[config.mk]
export PLATFORM = sky130hd
export DESIGN_NAME = pin_record_decoder
export DESIGN_NICKNAME = d
export VERILOG_FILES = /design/src/rtl/pin_record_pkg.sv /design/src/rtl/pin_record_decoder.sv
export SDC_FILE = /design/constraint.sdc
export NUM_CORES = 1
export LEC_CHECK = 0
export ABC_AREA = 1
export BUFFER_PORTS_ARGS = -buffer_cell sky130_fd_sc_hd__buf_2
export CAP_MARGIN = 20
export CORE_ASPECT_RATIO = 1.1
export CORE_MARGIN = 2
export CORE_UTILIZATION = 44
export DETAILED_ROUTE_END_ITERATION = 10
export GPL_ROUTABILITY_DRIVEN = 0
export HOLD_SLACK_MARGIN = 0.08
export PLACE_DENSITY = 0.76
export SKIP_LAST_GASP = 1
export SLEW_MARGIN = 5
export SYNTH_ARGS = -nofsm -noshare
export SYNTH_HDL_FRONTEND = slang
export SYNTH_SLANG_ARGS = --single-unit
[constraint.sdc]
create_clock -name clk -period 1.51 [get_ports clk]
set_input_delay 0 -clock clk [delete_from_list [all_inputs] [get_ports clk]]
set_output_delay 0 -clock clk [all_outputs]
set_load 0.005 [all_outputs]
[src/rtl/pin_record_pkg.sv]
// Shared widths, record layouts and FSM encoding for the pin record decoder.
package pin_record_pkg;

    localparam int INST_W_DEF = 16;
    localparam int PORT_W_DEF = 8;
    localparam int NET_W_DEF  = 16;
    localparam int BIT_W_DEF  = 8;

    typedef struct packed {
        logic [INST_W_DEF-1:0] inst;
        logic [PORT_W_DEF-1:0] port;
        logic [NET_W_DEF-1:0]  net;
        logic [BIT_W_DEF-1:0]  msb;
        logic [BIT_W_DEF-1:0]  lsb;
        logic                  last;
    } seg_rec_t;

    typedef struct packed {
        logic [INST_W_DEF-1:0] inst;
        logic [PORT_W_DEF-1:0] port;
        logic [NET_W_DEF-1:0]  net;
        logic [BIT_W_DEF-1:0]  nbit;
        logic [BIT_W_DEF-1:0]  pbit;
        logic                  last;
    } pin_evt_t;

    typedef enum logic {
        ST_IDLE   = 1'b0,
        ST_EXPAND = 1'b1
    } dec_state_t;

endpackage

[src/rtl/pin_record_decoder.sv]
// Expands net-range segment records into one pin event per net bit, msb first.
// Optional counters: define PIN_RECORD_DECODER_STATS_EN to add stat_seg_cnt/stat_bit_cnt.
module pin_record_decoder
    import pin_record_pkg::*;
#(
    parameter int INST_W = INST_W_DEF,
    parameter int PORT_W = PORT_W_DEF,
    parameter int NET_W  = NET_W_DEF,
    parameter int BIT_W  = BIT_W_DEF
) (
    input  logic              clk,
    input  logic              rst_n,
    input  logic              in_valid,
    output logic              in_ready,
    input  logic [INST_W-1:0] in_inst,
    input  logic [PORT_W-1:0] in_port,
    input  logic [NET_W-1:0]  in_net,
    input  logic [BIT_W-1:0]  in_msb,
    input  logic [BIT_W-1:0]  in_lsb,
    input  logic              in_last,
    output logic              out_valid,
    input  logic              out_ready,
    output logic [INST_W-1:0] out_inst,
    output logic [PORT_W-1:0] out_port,
    output logic [NET_W-1:0]  out_net,
    output logic [BIT_W-1:0]  out_nbit,
    output logic [BIT_W-1:0]  out_pbit,
    output logic              out_last
`ifdef PIN_RECORD_DECODER_STATS_EN
    ,
    output logic [31:0]       stat_seg_cnt,
    output logic [31:0]       stat_bit_cnt
`endif
);

    dec_state_t       state_q, state_d;
    logic [BIT_W-1:0] end_bit_q;
    logic             step_up_q;
    logic             seg_last_q;
    logic             final_bit;
    logic             in_fire;
    logic             out_fire;

    assign out_valid = (state_q == ST_EXPAND);
    assign final_bit = (out_nbit == end_bit_q);
    assign out_last  = out_valid && seg_last_q && final_bit;
    // Accepting on the final-bit handshake lets segments follow with no bubble.
    assign in_ready  = rst_n && ((state_q == ST_IDLE) || (final_bit && out_ready));
    assign in_fire   = in_valid && in_ready;
    assign out_fire  = out_valid && out_ready;

    always_ff @(posedge clk) begin
        if (!rst_n) state_q <= ST_IDLE;
        else        state_q <= state_d;
    end

    always_comb begin
        state_d = state_q;
        case (state_q)
            ST_IDLE:   if (in_fire) state_d = ST_EXPAND;
            ST_EXPAND: if (out_fire && final_bit && !in_fire) state_d = ST_IDLE;
            default:   state_d = ST_IDLE;
        endcase
    end

    // out_pbit doubles as the running port-bit counter; in IDLE it holds the next index.
    always_ff @(posedge clk) begin
        if (!rst_n) begin
            out_inst   <= '0;
            out_port   <= '0;
            out_net    <= '0;
            out_nbit   <= '0;
            out_pbit   <= '0;
            end_bit_q  <= '0;
            step_up_q  <= 1'b0;
            seg_last_q <= 1'b0;
        end else begin
            if (out_fire)
                out_pbit <= out_last ? '0 : out_pbit + 1'b1;
            if (in_fire) begin
                out_inst   <= in_inst;
                out_port   <= in_port;
                out_net    <= in_net;
                out_nbit   <= in_msb;
                end_bit_q  <= in_lsb;
                step_up_q  <= (in_msb < in_lsb);
                seg_last_q <= in_last;
            end else if (out_fire && !final_bit) begin
                out_nbit <= step_up_q ? out_nbit + 1'b1 : out_nbit - 1'b1;
            end
        end
    end

`ifdef PIN_RECORD_DECODER_STATS_EN
    function automatic logic [31:0] sat_inc(input logic [31:0] v);
        return (&v) ? v : v + 32'd1;
    endfunction

    always_ff @(posedge clk) begin
        if (!rst_n) begin
            stat_seg_cnt <= '0;
            stat_bit_cnt <= '0;
        end else begin
            if (in_fire)  stat_seg_cnt <= sat_inc(stat_seg_cnt);
            if (out_fire) stat_bit_cnt <= sat_inc(stat_bit_cnt);
        end
    end
`endif

endmodule

==> impl_metrics.yaml, run 1 <==
finish:
  regArea_mm2: 0.001378
  fill_cells: 443
  multi_input_area_mm2: 0.001750
  area_growth_pct: 67.16
  postLayoutCoreUtil_pct: 75.04
  drive_above_1_share_pct: 37.66
  insertedDiodeCount: 0
  finalNetCount: 711
sta:
  whs_ps: 108.6
  hold_violations: 0
  setup_tns_ps: -7355
  setup-violations-final: 62
  fin_crit_sh_pct: 119.4
  fin_worst_skew_ps: 9.952
  tightestPinTransition_ps: 418.6
  rsz0062_at_grt: "true"
  relSlewSlack_pct: 72.10
  min_period_ps: 1804
  slew_viol_final: 0
  fmax_mhz: 554.4
  setup_ws_ps: -293.6
run:
  maxCapViolCount: 0
synth:
  yosysTopAreaCellShare_pct: 43.14
  postSynthAreaPerCell_um2: 7.368
  synth_ff_type: "dfxtp_1"
  yosys.area.top_type: "dfxtp_1"
  synth-edff-count: 0
  synthCells: 422
  synthDistinctLibCells: 26
  yosysWarnings: 0
  synthArstFlopShare_pct: 0
  synth_nets: 498
  ys_seq_elements: 67
  yosys-top-cells-count: "134 x nand2_1, 67 x dfxtp_1, 64 x nand3_1, 34 x inv_1, 27 x nor2_1"
  yosysSeqAreaShare_pct: 43.14
  yosysMostFrequentCell: "nand2_1"
  synth_area_leaders: "dfxtp_1 43%, nand2_1 16%, nand3_1 10%"
  synthesis.area_mm2: 0.003109
route:
  final_antenna_net_count: 0
  drtIter0Drc: 166
  wirelength_met1_mm: 4.067
  top_layer_used: "met4"
  viasPerCell: 5.139
  avgRoutedWirePerCell_um: 14.82
  vias: 3726
  dr_wl_met3_um: 617
  first_pass_iters: 7
  finalWirelength_mm: 10.74
  wl_met2_mm: 5.537
  drc: 0
power:
  peakVddDrop_uv: 731.3
  clkPwrFrac_pct: 26.7
  power_density_mw_per_mm2: 943.5
  leakagePower_nw: 2.685
  power.total_mw: 4.904
  swShare_pct: 31.56
  seqPwrFrac_pct: 41.4
  p_int_mw: 3.356
  p_sw_mw: 1.548
  p_comb_share_pct: 31.9
clock_tree:
  clkTransAtPathRegs_ps: 70
  cts_htree_levels: 3
  cts_max_path_buffers: 2
  clock_latency_ps: 340
  clock-sinks: 67
  cts_tree: "done"
  cts_root_buf: "clkbuf_8"
  cts_buffers: 9
die:
  io_pins: 120
  dieArea_mm2: 0.007756
  rows: 32
  core_area_mm2: 0.006927
  initial_core_util_pct: 44.89
  fp.dieW_um: 84.15
  die_y_um: 92.17
global_routing:
  grt_max_degree: 42
  grt_pass1_wl_mm: 15.59
  antenna_found_initial: 0
  track_usage_pct: 24.95
  grt_pass1_vias: 3466
  grt-ovfl-total: 0
worst_setup_path:
  critical_path_required_ps: 1730
  crit_type: "flip-flop to flip-flop"
  arrival_ps: 2020
  path_max_fanout: 7
  start_kind: "flip-flop"
  critPathCaptureType: "flip-flop"
status:
  status: "finished with violations"
  violations: "setup timing"
worst_hold_path:
  hp-class: "primary input to flip-flop"
placement:
  pre_cts_ws_ps: -107.9
  port_buffers: 119
  hpwlAfterDp_mm: 6.218
-- cell usage in the layout, fill, tap and decap left out, types with 7 or more instances in the layout --
cell,n
dfxtp_1,52
nand3_1,61
xor2_1,10
nand2_1,120
buf_2,118
dfxtp_4,7
ha_1,9
buf_6,8
inv_1,28
nor2_1,21
o21ai_0,8
buf_4,29
dfxtp_2,8
a21oi_1,11
clkbuf_8,10
nand4_1,8
dlygate4sd3_1,57
nand2_2,12
-- flip-flops by register name, indices dropped and copies added (netlist names) --
name        cells
end_bit_q       8
out_net        16
out_port        8
out_pbit        8
out_valid       1
step_up_q       1
out_inst       16
seg_last_q      1
out_nbit        8
-- power by group through the flow --
stage | Combinational, mW | Sequential, mW | Clock, mW
5_1_grt | 1.69 | 2.05 | 1.42
3_3_place_gp | 1.07 | 2.05 | 0
3_5_place_dp | 1.10 | 2.05 | 0
6_report | 1.56 | 2.03 | 1.31
4_1_cts | 1.32 | 2.02 | 1.32
2_1_floorplan | 0.630 | 2.06 | 0
-- critical path, cell delays in order (launching register included) --
cell and delay, ps:
dfxtp_2 340, xnor2_2 200, nand2_2 110, nor2_4 140, nand3_2 100, nand2_4 110, nand3_4 150, buf_6 190
nand2_1 60, nand2_1 60, nor2_1 130, nor2_1 80
-- path summary, 6_finish.rpt --
| check | endpoint | start | slack (ps) | cells after the start |
|---|---|---|---|---|
| max reg2reg | out_nbit[7]$_SDFFE_PN0P_ | end_bit_q[6]$_SDFFE_PN0P_ | -290 | 11 |
| max | out_nbit[7]$_SDFFE_PN0P_ | end_bit_q[6]$_SDFFE_PN0P_ | -290 | 11 |
| min reg2reg | out_inst[0]$_SDFFE_PN0P_ | out_inst[0]$_SDFFE_PN0P_ | 460 | 2 |
| min | out_nbit[3]$_SDFFE_PN0P_ | in_msb[3] | 110 | 5 |
-- routing by layer --
metal	track usage, %	vias up
met2	45.30	163
met3	6.211	52
li1	-	1780
met1	27.36	1731
met4	10.62	0
met5	0	-
-- through the flow --
stage          instance area, um^2  cells
2_1_floorplan                 3176    422
3_3_place_gp                  4023    636
3_5_place_dp                  4023    636
4_1_cts                       4890    713
5_1_grt                       5197    725
6_report                      5197    725
-- area by class of cell --
type,count,area share (%)
Clock inverter,4,0.5055
Tap cell,85,2.046
Timing Repair Buffer,220,31.63
Multi-Input combinational cell,301,33.68
Inverter,36,2.841
Clock buffer,12,2.792
Sequential cell,67,26.50
-- timing repair --
item | CTS | global route
buffers inserted | 5 | 7
pin swaps | 12 | 15
hold buffers | 56 | 1
endpoints found under the setup margin | 59 | 65
endpoints found under the hold margin | 57 | 3
gates resized for setup | 30 | 45
cloned | 0 | 4
-- cells by family after synthesis --
| family | count (synthesis) | share of synthesized area [%] |
|---|---|---|
| simple gates | 242 | 33.56 |
| flops | 67 | 43.14 |
| buf+inv | 55 | 7.887 |
| compound gates | 26 | 4.346 |
| xor+xnor | 17 | 4.789 |
| fa+ha+maj | 15 | 6.278 |
(Power assumes the default switching activity.)
==> run 2, diff against run 1 <==
- CELL_PAD_IN_SITES_DETAIL_PLACEMENT: default -> 0
- CELL_PAD_IN_SITES_GLOBAL_PLACEMENT: default -> 1
- CORE_UTILIZATION: 44 -> 30
- PLACE_DENSITY: 0.76 -> default
- PLACE_DENSITY_LB_ADDON: default -> 0.1
==> run 2 against run 1 <==
The flow still finishes with violations (setup timing); routed wire length shrank 3.5%; register-to-register slack gained 160 ps; combinational power grew 5%; fmax grew 9.8%; final cell count grew 6.2%; sequential share of layout area shrank 1.8 points; core utilization shrank 20 points; cell area grew 6.6%; via count shrank 7.6%; critical path depth grew 2; critical path type unchanged; highest routed layer unchanged.
==> impl_metrics.yaml, run 2 (same netlist as run 1, synthesis figures left out) <==
global_routing:
  grt_pass1_wl_mm: 16.55
  grt_max_degree: 42
  grt-ovfl-total: 0
  grt_pass1_vias: 3487
  track_usage_pct: 18.34
  antenna_found_initial: 0
power:
  leakagePower_nw: 2.808
  power_density_mw_per_mm2: 922.2
  peakVddDrop_uv: 415.3
route:
  drtIter0Drc: 78
  finalWirelength_mm: 10.36
  final_antenna_net_count: 0
  drc: 0
  avgRoutedWirePerCell_um: 13.46
  vias: 3441
  first_pass_iters: 4
  viasPerCell: 4.469
worst_setup_path:
  reg2reg_depth: 13
  start_kind: "flip-flop"
  reg2reg_to: "step_up_q$_SDFFE_PN0P_"
  crit_type: "flip-flop to flip-flop"
  cp_cell_sequence: "inv_2 -> nand2_2 -> nand2_2 -> nand2_2 -> nor2_2 -> nand3_1 -> nand2_2 -> nand3_4 -> buf_12 -> clkinv_8 -> buf_4 -> nand2_1 -> o21ai_1"
  critPathCaptureType: "flip-flop"
  path_common_cell: "nand2_2"
  cp_slowest_stage_delay_ps: 360
  cpMaxStageDelayCell: "dfxtp_4"
  path_max_fanout: 6
  r2r_setup_slack_ps: -130
  arrival_ps: 1910
  r2r-start: "out_nbit[0]$_SDFFE_PN0P_"
  critical_path_required_ps: 1780
finish:
  drive_above_1_share_pct: 42.62
  stdcell_count: 770
  insertedDiodeCount: 0
  fin_area_mm2: 0.005543
  reg_top3: "out_inst: 16 flops, out_net: 16 flops"
  layout_commonest_cell: "buf_2"
  area_growth_pct: 78.27
  postLayoutCoreUtil_pct: 55.51
  finalNetCount: 722
  layout_common_cells: "119 x buf_2, 115 x nand2_1, 58 x dlygate4sd3_1"
clock_tree:
  cts_htree_levels: 3
  clock-sinks: 67
  cts_tree: "done"
  cts_root_buf: "clkbuf_8"
  cts_max_path_buffers: 2
  clkTransAtPathRegs_ps: 80
  clock_latency_ps: 340
  cts_buffers: 9
sta:
  setup-violations-final: 60
  min_period_ps: 1642
  rsz0062_at_grt: "true"
  relSlewSlack_pct: 71.02
  tightestPinTransition_ps: 434.7
  fmax_mhz: 609.0
  setup_ws_ps: -132.1
  slew_viol_final: 0
  fin_worst_skew_ps: 9.792
  fin_crit_sh_pct: 108.8
  setup_tns_ps: -4767
  hold_violations: 0
die:
  core_area_mm2: 0.009985
  initial_core_util_pct: 31.14
  rows: 38
  die_y_um: 110.8
  dieArea_mm2: 0.01120
  io_pins: 120
  fp.dieW_um: 101.1
placement:
  dp_cells: 673
  hpwlAfterDp_mm: 6.542
  post_dp_cell_area_mm2: 0.004094
  port_buffers: 119
  pre_cts_ws_ps: -151.0
status:
  violations: "setup timing"
  status: "finished with violations"
worst_hold_path:
  worst_hold_path.endpoint: "out_nbit[3]$_SDFFE_PN0P_"
  hp-class: "primary input to flip-flop"
  hold_depth: 5
  hold_path_startpoint: "in_msb[3]"
run:
  maxCapViolCount: 0
run 2: cell count changes in the layout (fill, tap and decap cells not counted), moves of 3 or more:
cell     before  now
buf_4        29   34
nand2_1     120  115
o21ai_1       3    9
o21ai_0       8    1
nand3_2       3   23
nand2_2      12   16
dfxtp_4       7    4
nand3_1      61   41
buf_16        0    3
run 2: routing by layer:
layer / GRT usage [%] / share of wire (%) / vias to the layer above
li1: - / - / 1810
met1: 21.19 / 41 / 1545
met2: 32.67 / 53 / 73
met3: 4.288 / 4.7 / 13
met4: 6.036 / 1.5 / 0
met5: 0 / 0 / -
run 2: cell type report:
cell class | count | area [um^2]
Clock buffer | 10 | 127.6
Clock inverter | 5 | 55.05
Fill cell | 967 | 4442
Inverter | 36 | 155.1
Multi-Input combinational cell | 300 | 1862
Sequential cell | 67 | 1369
Tap cell | 120 | 150.1
Timing Repair Buffer | 232 | 1824
run 2: worst max-delay path by stage:
stage	start	to	slack (ps)
finish	out_nbit[0]$_SDFFE_PN0P_	step_up_q$_SDFFE_PN0P_	-130
global route	out_nbit[0]$_SDFFE_PN0P_	step_up_q$_SDFFE_PN0P_	-220
CTS	out_nbit[0]$_SDFFE_PN0P_	in_ready	-100
detailed placement	out_nbit[6]$_SDFFE_PN0P_	out_nbit[7]$_SDFFE_PN0P_	-150
global placement	out_nbit[6]$_SDFFE_PN0P_	out_nbit[7]$_SDFFE_PN0P_	-130
floorplan	out_nbit[0]$_SDFFE_PN0P_	out_inst[0]$_SDFFE_PN0P_	0.2
run 2: per-stage QoR:
step / hold slack [ps] / power (mW)
2_1_floorplan: 110.5 / 2.689
3_3_place_gp: 194.2 / 3.179
3_5_place_dp: 198.8 / 3.176
4_1_cts: 83.56 / 4.989
5_1_grt: 105.2 / 5.428
6_report: 91.22 / 5.112
run 2: critical path: cells and delay by family (launching register included):
kind            cells  cell delay [ps]
compound gates      1              110
buf+inv             4              430
flops               1              360
simple gates        8              650
run 2: timing repair:
item,4_1_cts,5_1_grt
resized for setup,42,69
pin swaps,30,30
hold endpoints to repair,58,0
setup endpoints to repair,60,64
hold buffers,58,0
setup buffers,15,1
cloned,3,6
run 2: power by group:
part | leakage (nW) | internal (mW) | switching [mW]
Clock | 0.0881 | 0.749 | 0.701
Combinational | 2.16 | 0.885 | 0.758
Sequential | 0.557 | 1.91 | 0.106
Total | 2.81 | 3.55 | 1.56
